`src/rtl/skid_register.sv`:
```
// ============================================================================
// Module      : skid_register
// Description : Elastic valid/ready pipeline register with a one-entry skid
//               buffer; all outputs registered, 1 transfer/cycle sustained.
// Revision    : 1.0 - initial release
// ============================================================================
`default_nettype none

module skid_register #(
    parameter int WIDTH = 8
) (
    input  logic             clk,
    input  logic             rst,
    input  logic [WIDTH-1:0] in_data,
    input  logic             in_valid,
    output logic             in_ready,
    output logic [WIDTH-1:0] out_data,
    output logic             out_valid,
    input  logic             out_ready
);

    localparam logic [1:0] c_st_empty = 2'd0;
    localparam logic [1:0] c_st_busy  = 2'd1;
    localparam logic [1:0] c_st_full  = 2'd2;

    logic [1:0]       r_state;
    logic [WIDTH-1:0] r_out_data;
    logic [WIDTH-1:0] r_skid;
    logic             r_out_valid;
    logic             r_in_ready;

    logic [1:0]       w_state_nxt;
    logic [WIDTH-1:0] w_out_data_nxt;
    logic [WIDTH-1:0] w_skid_nxt;
    logic             w_in_fire;
    logic             w_out_fire;

    assign w_in_fire  = in_valid && r_in_ready;
    assign w_out_fire = r_out_valid && out_ready;

    always_comb begin
        w_state_nxt    = r_state;
        w_out_data_nxt = r_out_data;
        w_skid_nxt     = r_skid;
        case (r_state)
            c_st_empty: begin
                if (w_in_fire) begin
                    w_out_data_nxt = in_data;
                    w_state_nxt    = c_st_busy;
                end
            end
            c_st_busy: begin
                if (w_in_fire && w_out_fire) begin
                    w_out_data_nxt = in_data;
                end else if (w_in_fire) begin
                    // Downstream stalled: park the new item behind the output
                    w_skid_nxt  = in_data;
                    w_state_nxt = c_st_full;
                end else if (w_out_fire) begin
                    w_state_nxt = c_st_empty;
                end
            end
            c_st_full: begin
                if (out_ready) begin
                    w_out_data_nxt = r_skid;
                    w_state_nxt    = c_st_busy;
                end
            end
            default: begin
                w_state_nxt = c_st_empty;
            end
        endcase
    end

    // Handshake flags are precomputed from the next state so they leave flops
    always_ff @(posedge clk) begin
        if (rst) begin
            r_state     <= c_st_empty;
            r_out_data  <= '0;
            r_skid      <= '0;
            r_out_valid <= 1'b0;
            r_in_ready  <= 1'b0;
        end else begin
            r_state     <= w_state_nxt;
            r_out_data  <= w_out_data_nxt;
            r_skid      <= w_skid_nxt;
            r_out_valid <= (w_state_nxt != c_st_empty);
            r_in_ready  <= (w_state_nxt != c_st_full);
        end
    end

    assign in_ready  = r_in_ready;
    assign out_data  = r_out_data;
    assign out_valid = r_out_valid;

endmodule

`default_nettype wire

```
`config.mk`:
```
export PLATFORM = sky130hd
export DESIGN_NAME = skid_register
export DESIGN_NICKNAME = d
export VERILOG_FILES = /design/src/rtl/skid_register.sv
export SDC_FILE = /design/constraint.sdc
export NUM_CORES = 1
export LEC_CHECK = 0
export ABC_CLOCK_PERIOD_IN_PS = 1300
export BUFFER_PORTS_ARGS = -buffer_cell sky130_fd_sc_hd__buf_2
export CAP_MARGIN = 20
export CORE_AREA = 2 2 49 51
export CTS_CLUSTER_DIAMETER = 40
export CTS_CLUSTER_SIZE = 30
export DETAILED_ROUTE_END_ITERATION = 8
export DIE_AREA = 0 0 51 53
export PLACE_DENSITY = 0.7
export SYNTH_ARGS = -nofsm -noshare
export SYNTH_HDL_FRONTEND = slang
export SYNTH_SLANG_ARGS = --single-unit
```
`constraint.sdc`:
```
create_clock -name clk -period 1.3 [get_ports clk]
set_input_delay 0.065 -clock clk [delete_from_list [all_inputs] [get_ports clk]]
set_output_delay 0.065 -clock clk [all_outputs]
set_load 0.05 [all_outputs]
```
==> results of run 1 <==
-- state kept, by name (all words and copies together) (netlist names) --
register / count
r_skid: 8
out_valid: 1
in_ready: 1
r_state: 2
out_data: 8
-- cells in the mapped netlist --
| library cell | instances |
|---|---|
| dfxtp_1 | 20 |
| a21oi_1 | 10 |
| a2111oi_0 | 8 |
| a211oi_1 | 8 |
| mux2i_1 | 8 |
| nand3_1 | 8 |
| o21ai_0 | 8 |
| buf_2 | 3 |
| clkbuf_1 | 3 |
| a21bo_2 | 2 |
| buf_6 | 2 |
| nand2_1 | 2 |
| a211o_4 | 1 |
| a21boi_1 | 1 |
| a21o_2 | 1 |
| a2bb2oi_1 | 1 |
| a31oi_1 | 1 |
| and2_1 | 1 |
| and2b_2 | 1 |
| and3b_1 | 1 |
| and3b_2 | 1 |
| and4bb_1 | 1 |
| nand3b_1 | 1 |
| nand4b_1 | 1 |
| nor2_1 | 1 |
| nor2b_1 | 1 |
| or2b_1 | 1 |
-- timing repair --
item                       CTS  global route
setup endpoints to repair    9            11
hold buffers                 3             0
buffers inserted             1             1
pin swaps                    0             1
gates resized for setup     11             8
hold endpoints to repair     3             0
cloned                       1             0
-- cell type report --
| class | instances | area, sq um |
|---|---|---|
| fillers | 191 | 852.1 |
| multi-input cells | 70 | 571.8 |
| flip-flops and latches | 20 | 415.4 |
| repair buffers | 35 | 226.5 |
| clock buffers | 4 | 47.55 |
| well taps | 28 | 35.03 |
-- path summary, 6_finish.rpt --
path                            slack, ns                  endpoint  cells past startpoint                    from
worst max-delay path                -0.06  out_data[7]$_SDFFE_PP0P_                      3   r_state[1]$_SDFF_PP0_
worst min-delay path                 0.01    r_skid[7]$_SDFFE_PP0P_                      3              in_data[7]
worst max register to register      -0.06  out_data[7]$_SDFFE_PP0P_                      3   r_state[1]$_SDFF_PP0_
worst min register to register       0.48    r_skid[6]$_SDFFE_PP0P_                      2  r_skid[6]$_SDFFE_PP0P_
-- kinds of logic (layout without fill, tap and decap cells) --
family                 after synthesis  count (layout)  share of synthesized area [%]
buffers and inverters                8              39                          5.158
AO/OA/AOI/OAI                       41              41                          30.56
multiplexers                         8               8                          8.466
AND/OR/NAND/NOR                     20              21                          13.49
flip-flops                          20              20                          42.33
-- worst max-delay path, cell delays in order, from the launching register on --
cell       delay (ns)
dfxtp_4          0.39
and4bb_4         0.29
a2111oi_1        0.50
a211oi_2         0.08
-- metal layers --
metal  routed length, um  track usage (%)  vias up
met5                   0                0        -
met4                  16            8.108        0
met3                 115            3.390        2
met2                1208            31.82       24
met1                1099            24.91      434
li1                    -                -      443
-- layout by cell type (no fill, tap or decap), types with 2 or more instances in the layout --
cell type / synthesis / final
a211oi_2: 0 / 5
a21oi_1: 10 / 10
mux2i_1: 8 / 8
dfxtp_4: 0 / 4
o21ai_0: 8 / 5
nand2_1: 2 / 2
o21ai_1: 0 / 3
and3b_2: 1 / 2
a2111oi_1: 0 / 2
a211oi_1: 8 / 3
dlygate4sd3_1: 0 / 3
clkbuf_4: 0 / 3
a2111oi_2: 0 / 2
buf_2: 3 / 21
a2111oi_0: 8 / 3
nand3_1: 8 / 8
buf_4: 0 / 9
a21bo_2: 2 / 2
dfxtp_1: 20 / 16
-- power breakdown --
part	internal (mW)	switching, mW	leakage, nW
logic	0.142	0.237	0.365
registers	0.648	0.0271	0.166
clock network	0.235	0.200	0.0261
total	1.02	0.464	0.557
==> results.ini, run 1 <==
[power]
total_power_mw=1.489
power_density_nw_per_um2=1149
ir_worst_vdd_v=0.0005624
leakage_nw=0.5573

[clock_tree]
htreeDepth=1
cts_tree=done
cts_made_buffers=3
clock_path_buffers=2
clock_latency_ns=0.30
clock_sinks=20
root_buffer=clkbuf_4
clk_pin_slew_ns=0.12

[setup_path]
cp.arrival_ns=1.55
critical_path.endpoint_type=flop
cp_max_fo=10
cp.required_ns=1.49
start_kind=flop
path_class=reg -> reg

[die]
die-area_sq_um=2703
die_h_um=53
ioPinCount=22
core_sq_um=2148
fp.dieW_um=51
rows=17
initial_core_util_pct=44.03

[finish]
fin_nets=142
n_antenna_cell=0
fin_area_sq_um=1296
stdcell_count=157
area_growth_pct=37.04
drive_above_1_share_pct=43.41
utilization_pct=60.34

[sta]
tightest_slew_ns=0.4750
setup_ws_ns=-0.06346
finalCritPeriodShare_pct=104.9
rsz0062_at_grt=yes
finalClockSkew_ns=0.01023
slew_headroom_pct=68.25
setup_viol=8
fmax_mhz=733.4
min_period_ns=1.363
drv_slew=0
hold_viol=0
whs_ns=0.01479
tns_ns=-0.2300

[synth]
synth_area_leaders=dfxtp_1 42%, mux2i_1 8.5%, a2111oi_0 7.4%
yosys.area.top_type_share_pct=42.33
ys_seq_area_share_pct=42.33
yosys_warnings=0
syn-cell-area_sq_um=945.9
yosys.area.top_type=dfxtp_1
synth_seq_cells=20
ys_types=27
synth.avg_cell_area_sq_um=9.752
syn_inst=97
syn-num-nets=109

[global_routing]
antenna_found_initial=0
grt_pass1_vias=793
grt-ovfl-total=0
grt_start_max_net_pins=21
grt_use_total_pct=19.35
grt_pass1_wl_um=3822

[drt]
route.detailed.wl_per_inst_um=15.54
first_pass_iters=4
num_vias=903
drt_wl_total_um=2439
vias_per_cell=5.752
drtAntennaViolNets=0
drt_iter0_markers=10
drc=0

[run_status]
violations=setup timing
status=finished with violations

[placed_design]
gp_congestion=0.7766
dp_hpwl_um=1580
place_area_sq_um=1145
port_buffers=21
dp_slack_ns=-0.1437
place_inst=147

[run]
maxCapViolations=0

[min_path]
hold_path.class=in -> reg

No activity file was read; power rests on OpenSTA's default activity.
==> run 2, diff against run 1 <==
==> constraint.sdc (replaced) <==
create_clock -name clk -period 1.3 [get_ports clk]
set_input_delay 0.13 -clock clk [delete_from_list [all_inputs] [get_ports clk]]
set_output_delay 0.13 -clock clk [all_outputs]
set_load 0.05 [all_outputs]
==> run 2 against run 1 <==
The run still ends with setup timing left. Largest cell class unchanged. Largest power group unchanged. Register-to-register slack better by 0.02 ns. Sequential cell count stayed put. Non-clock buffer count is 1 higher. Worst hold slack better by 0.066 ns. Sequential share of layout area is 0.12 points lower. Clock power is 1% lower. Critical endpoint is now out_data[1]$_SDFFE_PP0P_.
==> results.ini, run 2 (synthesis gave the netlist of run 1 again) <==
[setup_path]
cp.required_ns=1.48  ; was 1.49 ns
critical_path.endpoint_type=flop  ; unchanged
path_class=reg -> reg  ; unchanged
cp.arrival_ns=1.52  ; was 1.55 ns
start_kind=flop  ; unchanged
cp_max_fo=10  ; unchanged

[sta]
tns_ns=-0.2069  ; was -0.2300 ns
drv_slew=0  ; unchanged
min_period_ns=1.343  ; was 1.363 ns
tightest_slew_ns=0.4078  ; was 0.4750 ns
whs_ns=0.08058  ; was 0.01479 ns
finalCritPeriodShare_pct=103.3  ; was 104.9%
slew_headroom_pct=72.74  ; was 68.25%
finalClockSkew_ns=0.003580  ; was 0.01023 ns
setup_ws_ns=-0.04325  ; was -0.06346 ns
setup_viol=7  ; was 8
rsz0062_at_grt=yes  ; unchanged
fmax_mhz=744.5  ; was 733.4 MHz
hold_viol=0  ; unchanged

[die]
die_h_um=53  ; unchanged
core_sq_um=2148  ; unchanged
die-area_sq_um=2703  ; unchanged
fp.dieW_um=51  ; unchanged
ioPinCount=22  ; unchanged
rows=17  ; unchanged
initial_core_util_pct=44.03  ; unchanged

[global_routing]
grt-ovfl-total=0  ; unchanged
grt_start_max_net_pins=21  ; unchanged
grt_use_total_pct=18.57  ; was 19.35%
grt_pass1_vias=789  ; was 793
antenna_found_initial=0  ; unchanged
grt_pass1_wl_um=3719  ; was 3822 um

[power]
leakage_nw=0.5685  ; was 0.5573 nW
p_int_mw=1.028  ; was 1.024 mW
p_sw_share_pct=30.85  ; was 31.18%
power_density_nw_per_um2=1143  ; was 1149 nW/um^2
p_sw_uw=458.8  ; was 464.3 uW
p_clk_share_pct=28.9  ; was 29.2%
seq_power_share_pct=45.5  ; was 45.3%
ir_worst_vdd_v=0.0006485  ; was 0.0005624 V
comb_power_share_pct=25.5  ; about the same

[clock_tree]
clock_path_buffers=2  ; unchanged
clk_pin_slew_ns=0.12  ; about the same
clock_sinks=20  ; unchanged
cts_tree=done  ; unchanged
htreeDepth=1  ; unchanged
cts_made_buffers=3  ; unchanged
root_buffer=clkbuf_4  ; unchanged
clock_latency_ns=0.30  ; about the same

[drt]
drc=0  ; unchanged
first_pass_iters=4  ; unchanged
num_vias=923  ; was 903
drtAntennaViolNets=0  ; unchanged
drt_wl_total_um=2402  ; was 2439 um
route.detailed.wl_per_inst_um=15.20  ; was 15.54 um
drt_iter0_markers=20  ; was 10
vias_per_cell=5.842  ; was 5.752

[finish]
drive_above_1_share_pct=46.92  ; was 43.41%
final_cell_mix=21 x buf_2, 16 x dfxtp_1, 14 x buf_4, 10 x a21oi_1  ; was 21 x buf_2, 16 x dfxtp_1, 10 x a21oi_1, 9 x buf_4
fin_nets=143  ; was 142
fin_area_sq_um=1301  ; was 1296 sq um
n_fill_cell=191  ; unchanged
area_growth_pct=37.57  ; was 37.04%
final_common_cell=buf_2  ; unchanged
n_antenna_cell=0  ; unchanged

[min_path]
hold_path.class=in -> reg  ; unchanged

[run_status]
status=finished with violations  ; unchanged
violations=setup timing  ; unchanged

[placed_design]
port_buffers=21  ; unchanged
dp_hpwl_um=1576  ; was 1580 um
gp_congestion=0.7767  ; was 0.7766
place_area_sq_um=1167  ; was 1145 sq um

[run]
maxCapViolations=0  ; unchanged

==> run 2: cell types whose count changed in the layout (fill, tap and decap cells not counted), sizes merged <==
cell | before | now
buf | 32 | 36
dlygate4sd3 | 3 | 0
==> run 2: what timing repair did <==
action,CTS,global route
cloned,1,0
hold buffers,0,0
setup buffers,1,2
pin swaps,1,5
endpoints found under the setup margin,9,15
resized for setup,10,12
==> run 2: through the flow <==
step	worst slack, ns	util, %	instances	power, mW
6_report	-0.04325	60.57	158	1.487
2_1_floorplan	-0.02886	-	97	0.9310
4_1_cts	-0.02116	58.42	156	1.477
5_1_grt	-0.09129	60.57	158	1.558
3_5_place_dp	-0.1553	54.34	150	1.029
3_3_place_gp	-0.1001	54.34	150	1.022
==> run 2: worst paths after layout <==
path	start	to	slack (ns)	depth (start not counted)
hold reg to reg	r_skid[2]$_SDFFE_PP0P_	r_skid[2]$_SDFFE_PP0P_	0.48	2
hold / removal	in_data[4]	r_skid[4]$_SDFFE_PP0P_	0.08	3
setup reg to reg	r_state[1]$_SDFF_PP0_	out_data[1]$_SDFFE_PP0P_	-0.04	3
setup / recovery	r_state[1]$_SDFF_PP0_	out_data[1]$_SDFFE_PP0P_	-0.04	3
==> run 2: power by group through the flow <==
stage	clock [mW]	sequential (mW)	combinational [mW]
final	0.430	0.677	0.380
after global routing	0.471	0.683	0.404
after CTS	0.445	0.675	0.357
after detailed placement	0	0.688	0.341
after global placement	0	0.686	0.337
after floorplan	0	0.785	0.146
==> run 2: critical path, cell delays in order (launching register included) <==
cell	delay, ns
dfxtp_4	0.40
and4bb_4	0.29
a2111oi_1	0.45
a211oi_1	0.09
==> run 2: final cells by class <==
| class | count | area, sq um | area share (%) |
|---|---|---|---|
| Multi-Input combinational cell | 70 | 573.1 | 44.04 |
| Sequential cell | 20 | 415.4 | 31.92 |
| Timing Repair Buffer | 36 | 230.2 | 17.69 |
| Clock buffer | 4 | 47.55 | 3.654 |
| Tap cell | 28 | 35.03 | 2.692 |
==> run 2: routing by layer <==
layer / wire (um) / vias to the layer above / track usage, %
li1: - / 443 / -
met1: 1070 / 454 / 24.43
met2: 1208 / 24 / 30.95
met3: 115 / 2 / 2.542
met4: 8 / 0 / 6.757
met5: 0 / - / 0
==> run 3, diff against run 2 <==
- HOLD_SLACK_MARGIN: not set -> 0.02
- PLACE_DENSITY: 0.7 -> 0.71
==> run 3 against run 2 <==
The run now ends clean. Sequential power about the same. Clock skew up 0.0034 ns. Global-route usage up 0.75 points. Register-to-register slack better by 0.05 ns. Largest cell class unchanged.
==> results.ini, run 3 (synthesis gave the netlist of run 1 again) <==
[finish]
drive_above_1_share_pct=44.62  ; was 46.92%
final_common_cell=buf_2  ; unchanged
fin_nets=143  ; unchanged
area_growth_pct=34.00  ; was 37.57%
utilization_pct=59.00  ; was 60.57%
fin_area_sq_um=1267  ; was 1301 sq um
n_fill_cell=189  ; was 191
final_cell_mix=21 x buf_2, 16 x dfxtp_1, 15 x buf_4, 10 x a21oi_1  ; was 21 x buf_2, 16 x dfxtp_1, 14 x buf_4, 10 x a21oi_1
n_antenna_cell=0  ; unchanged

[global_routing]
antenna_found_initial=0  ; unchanged
grt_start_max_net_pins=21  ; unchanged
grt_pass1_vias=862  ; was 789
grt-ovfl-total=0  ; unchanged
grt_pass1_wl_um=3905  ; was 3719 um
grt_use_total_pct=19.32  ; was 18.57%

[setup_path]
crit_buf_inv=0  ; unchanged
crit_path_cell_trace=and3b_2 > a211o_4 > a211oi_1  ; was and4bb_4 > a2111oi_1 > a211oi_1
rr_worst_depth=3  ; unchanged
worst_path_max_delay_cell=dfxtp_4  ; was a2111oi_1
rr_startpoint=r_state[1]$_SDFF_PP0_  ; unchanged
rrSetupSlack_ns=0.009  ; was -0.04 ns
slowest_delay_ns=0.39  ; was 0.45 ns
cp_top_family=compound AO/OA/AOI/OAI gates  ; unchanged
start_kind=flop  ; unchanged
regToRegEndpoint=out_data[5]$_SDFFE_PP0P_  ; was out_data[1]$_SDFFE_PP0P_
cp.required_ns=1.52  ; was 1.48 ns
path_class=reg -> reg  ; unchanged
critical_path.endpoint_type=flop  ; unchanged
cp_max_fo=8  ; was 10
cp.arrival_ns=1.51  ; was 1.52 ns

[die]
initial_core_util_pct=44.03  ; unchanged
die_h_um=53  ; unchanged
die-area_sq_um=2703  ; unchanged
core_sq_um=2148  ; unchanged
ioPinCount=22  ; unchanged
fp.dieW_um=51  ; unchanged
rows=17  ; unchanged

[power]
total_power_mw=1.472  ; was 1.487 mW
comb_power_share_pct=25.0  ; was 25.5%
power_density_nw_per_um2=1161  ; was 1143 nW/um^2
p_sw_share_pct=30.62  ; was 30.85%
p_int_mw=1.021  ; was 1.028 mW
p_sw_uw=450.7  ; was 458.8 uW
ir_worst_vdd_v=0.0006594  ; was 0.0006485 V
leakage_nw=0.5571  ; was 0.5685 nW
p_clk_share_pct=29.2  ; was 28.9%
seq_power_share_pct=45.8  ; was 45.5%

[placed_design]
gp_congestion=0.7455  ; was 0.7767
port_buffers=21  ; unchanged
place_area_sq_um=1162  ; was 1167 sq um
dp_hpwl_um=1698  ; was 1576 um

[drt]
route.detailed.wl_per_inst_um=15.04  ; was 15.20 um
vias_per_cell=5.829  ; was 5.842
drt_wl_total_um=2377  ; was 2402 um
num_vias=921  ; was 923
drt_iter0_markers=8  ; was 20
drtAntennaViolNets=0  ; unchanged
drc=0  ; unchanged
first_pass_iters=4  ; unchanged

[min_path]
holdPathEnd=r_skid[2]$_SDFFE_PP0P_  ; was r_skid[4]$_SDFFE_PP0P_
min_from=in_data[2]  ; was in_data[4]
hold_path.class=in -> reg  ; unchanged
min_path_cells=3  ; unchanged

[sta]
fmax_mhz=774.4  ; was 744.5 MHz
drv_slew=0  ; unchanged
hold_viol=0  ; unchanged
slew_headroom_pct=75.31  ; was 72.74%
setup_viol=0  ; was 7
finalCritPeriodShare_pct=99.33  ; was 103.3%
finalClockSkew_ns=0.007028  ; was 0.003580 ns
tightest_slew_ns=0.3610  ; was 0.4078 ns
tns_ns=0  ; was -0.2069 ns
rsz0062_at_grt=yes  ; unchanged
whs_ns=0.07981  ; was 0.08058 ns
min_period_ns=1.291  ; was 1.343 ns

[run_status]
status=completed  ; was finished with violations

[clock_tree]
cts_hold_buf=0  ; unchanged
clock_latency_ns=0.30  ; about the same
clock_sinks=20  ; unchanged
cts_made_buffers=3  ; unchanged
cts_tree=done  ; unchanged
htreeDepth=1  ; unchanged
clock_path_buffers=2  ; unchanged
root_buffer=clkbuf_4  ; unchanged
clk_pin_slew_ns=0.12  ; about the same

[run]
maxCapViolations=0  ; unchanged

[run 3: cell counts in the layout (fill, tap and decap cells not counted)]
Identical to the previous run, type by type.
[run 3: metal layers]
metal	global-route usage (%)	wire length [um]
met1	24.48	1098
met2	33.55	1195
met3	2.542	70
met4	6.757	13
met5	0	0
[run 3: worst register-to-register path, stage by stage, from the launching register on]
cell and delay (ns):
dfxtp_4 0.39, and3b_2 0.25, a211o_4 0.38, a211oi_1 0.21
[run 3: repair_timing]
action / CTS / global route
pin swaps: 1 / 0
setup buffers: 1 / 1
setup endpoints to repair: 10 / 16
resized for setup: 8 / 11
cloned: 1 / 0
[run 3: area by class of cell]
| type | instances | area, sq um | area share (%) |
|---|---|---|---|
| Multi-Input combinational cell | 70 | 554.3 | 43.73 |
| Sequential cell | 20 | 412.9 | 32.58 |
| Timing Repair Buffer | 36 | 217.7 | 17.18 |
| Clock buffer | 4 | 47.55 | 3.751 |
| Tap cell | 28 | 35.03 | 2.764 |
[run 3: stage by stage]
stage / setup WS [ns] / cells
after floorplan: -0.02886 / 97
after global placement: -0.05294 / 151
after detailed placement: -0.1008 / 151
after CTS: 0.004680 / 157
after global routing: -0.03396 / 158
final: 0.008651 / 158
[run 3: worst max-delay path by stage]
stage / cells after the start / slack, ns / start / end
after floorplan: 4 / -0.03 / in_ready$_SDFF_PP0_ / out_data[1]$_SDFFE_PP0P_
after global placement: 4 / -0.05 / r_state[1]$_SDFF_PP0_ / out_data[0]$_SDFFE_PP0P_
after detailed placement: 3 / -0.10 / r_state[1]$_SDFF_PP0_ / out_data[7]$_SDFFE_PP0P_
after CTS: 4 / 0.005 / r_state[1]$_SDFF_PP0_ / r_skid[1]$_SDFFE_PP0P_
after global routing: 3 / -0.03 / r_state[1]$_SDFF_PP0_ / out_data[4]$_SDFFE_PP0P_
final: 3 / 0.009 / r_state[1]$_SDFF_PP0_ / out_data[5]$_SDFFE_PP0P_
[run 3: power by group through the flow]
stage / Clock [mW] / Combinational (mW) / Sequential (mW)
4_1_cts: 0.442 / 0.351 / 0.673
3_3_place_gp: 0 / 0.335 / 0.685
6_report: 0.429 / 0.368 / 0.675
2_1_floorplan: 0 / 0.146 / 0.785
3_5_place_dp: 0 / 0.342 / 0.686
5_1_grt: 0.464 / 0.390 / 0.681
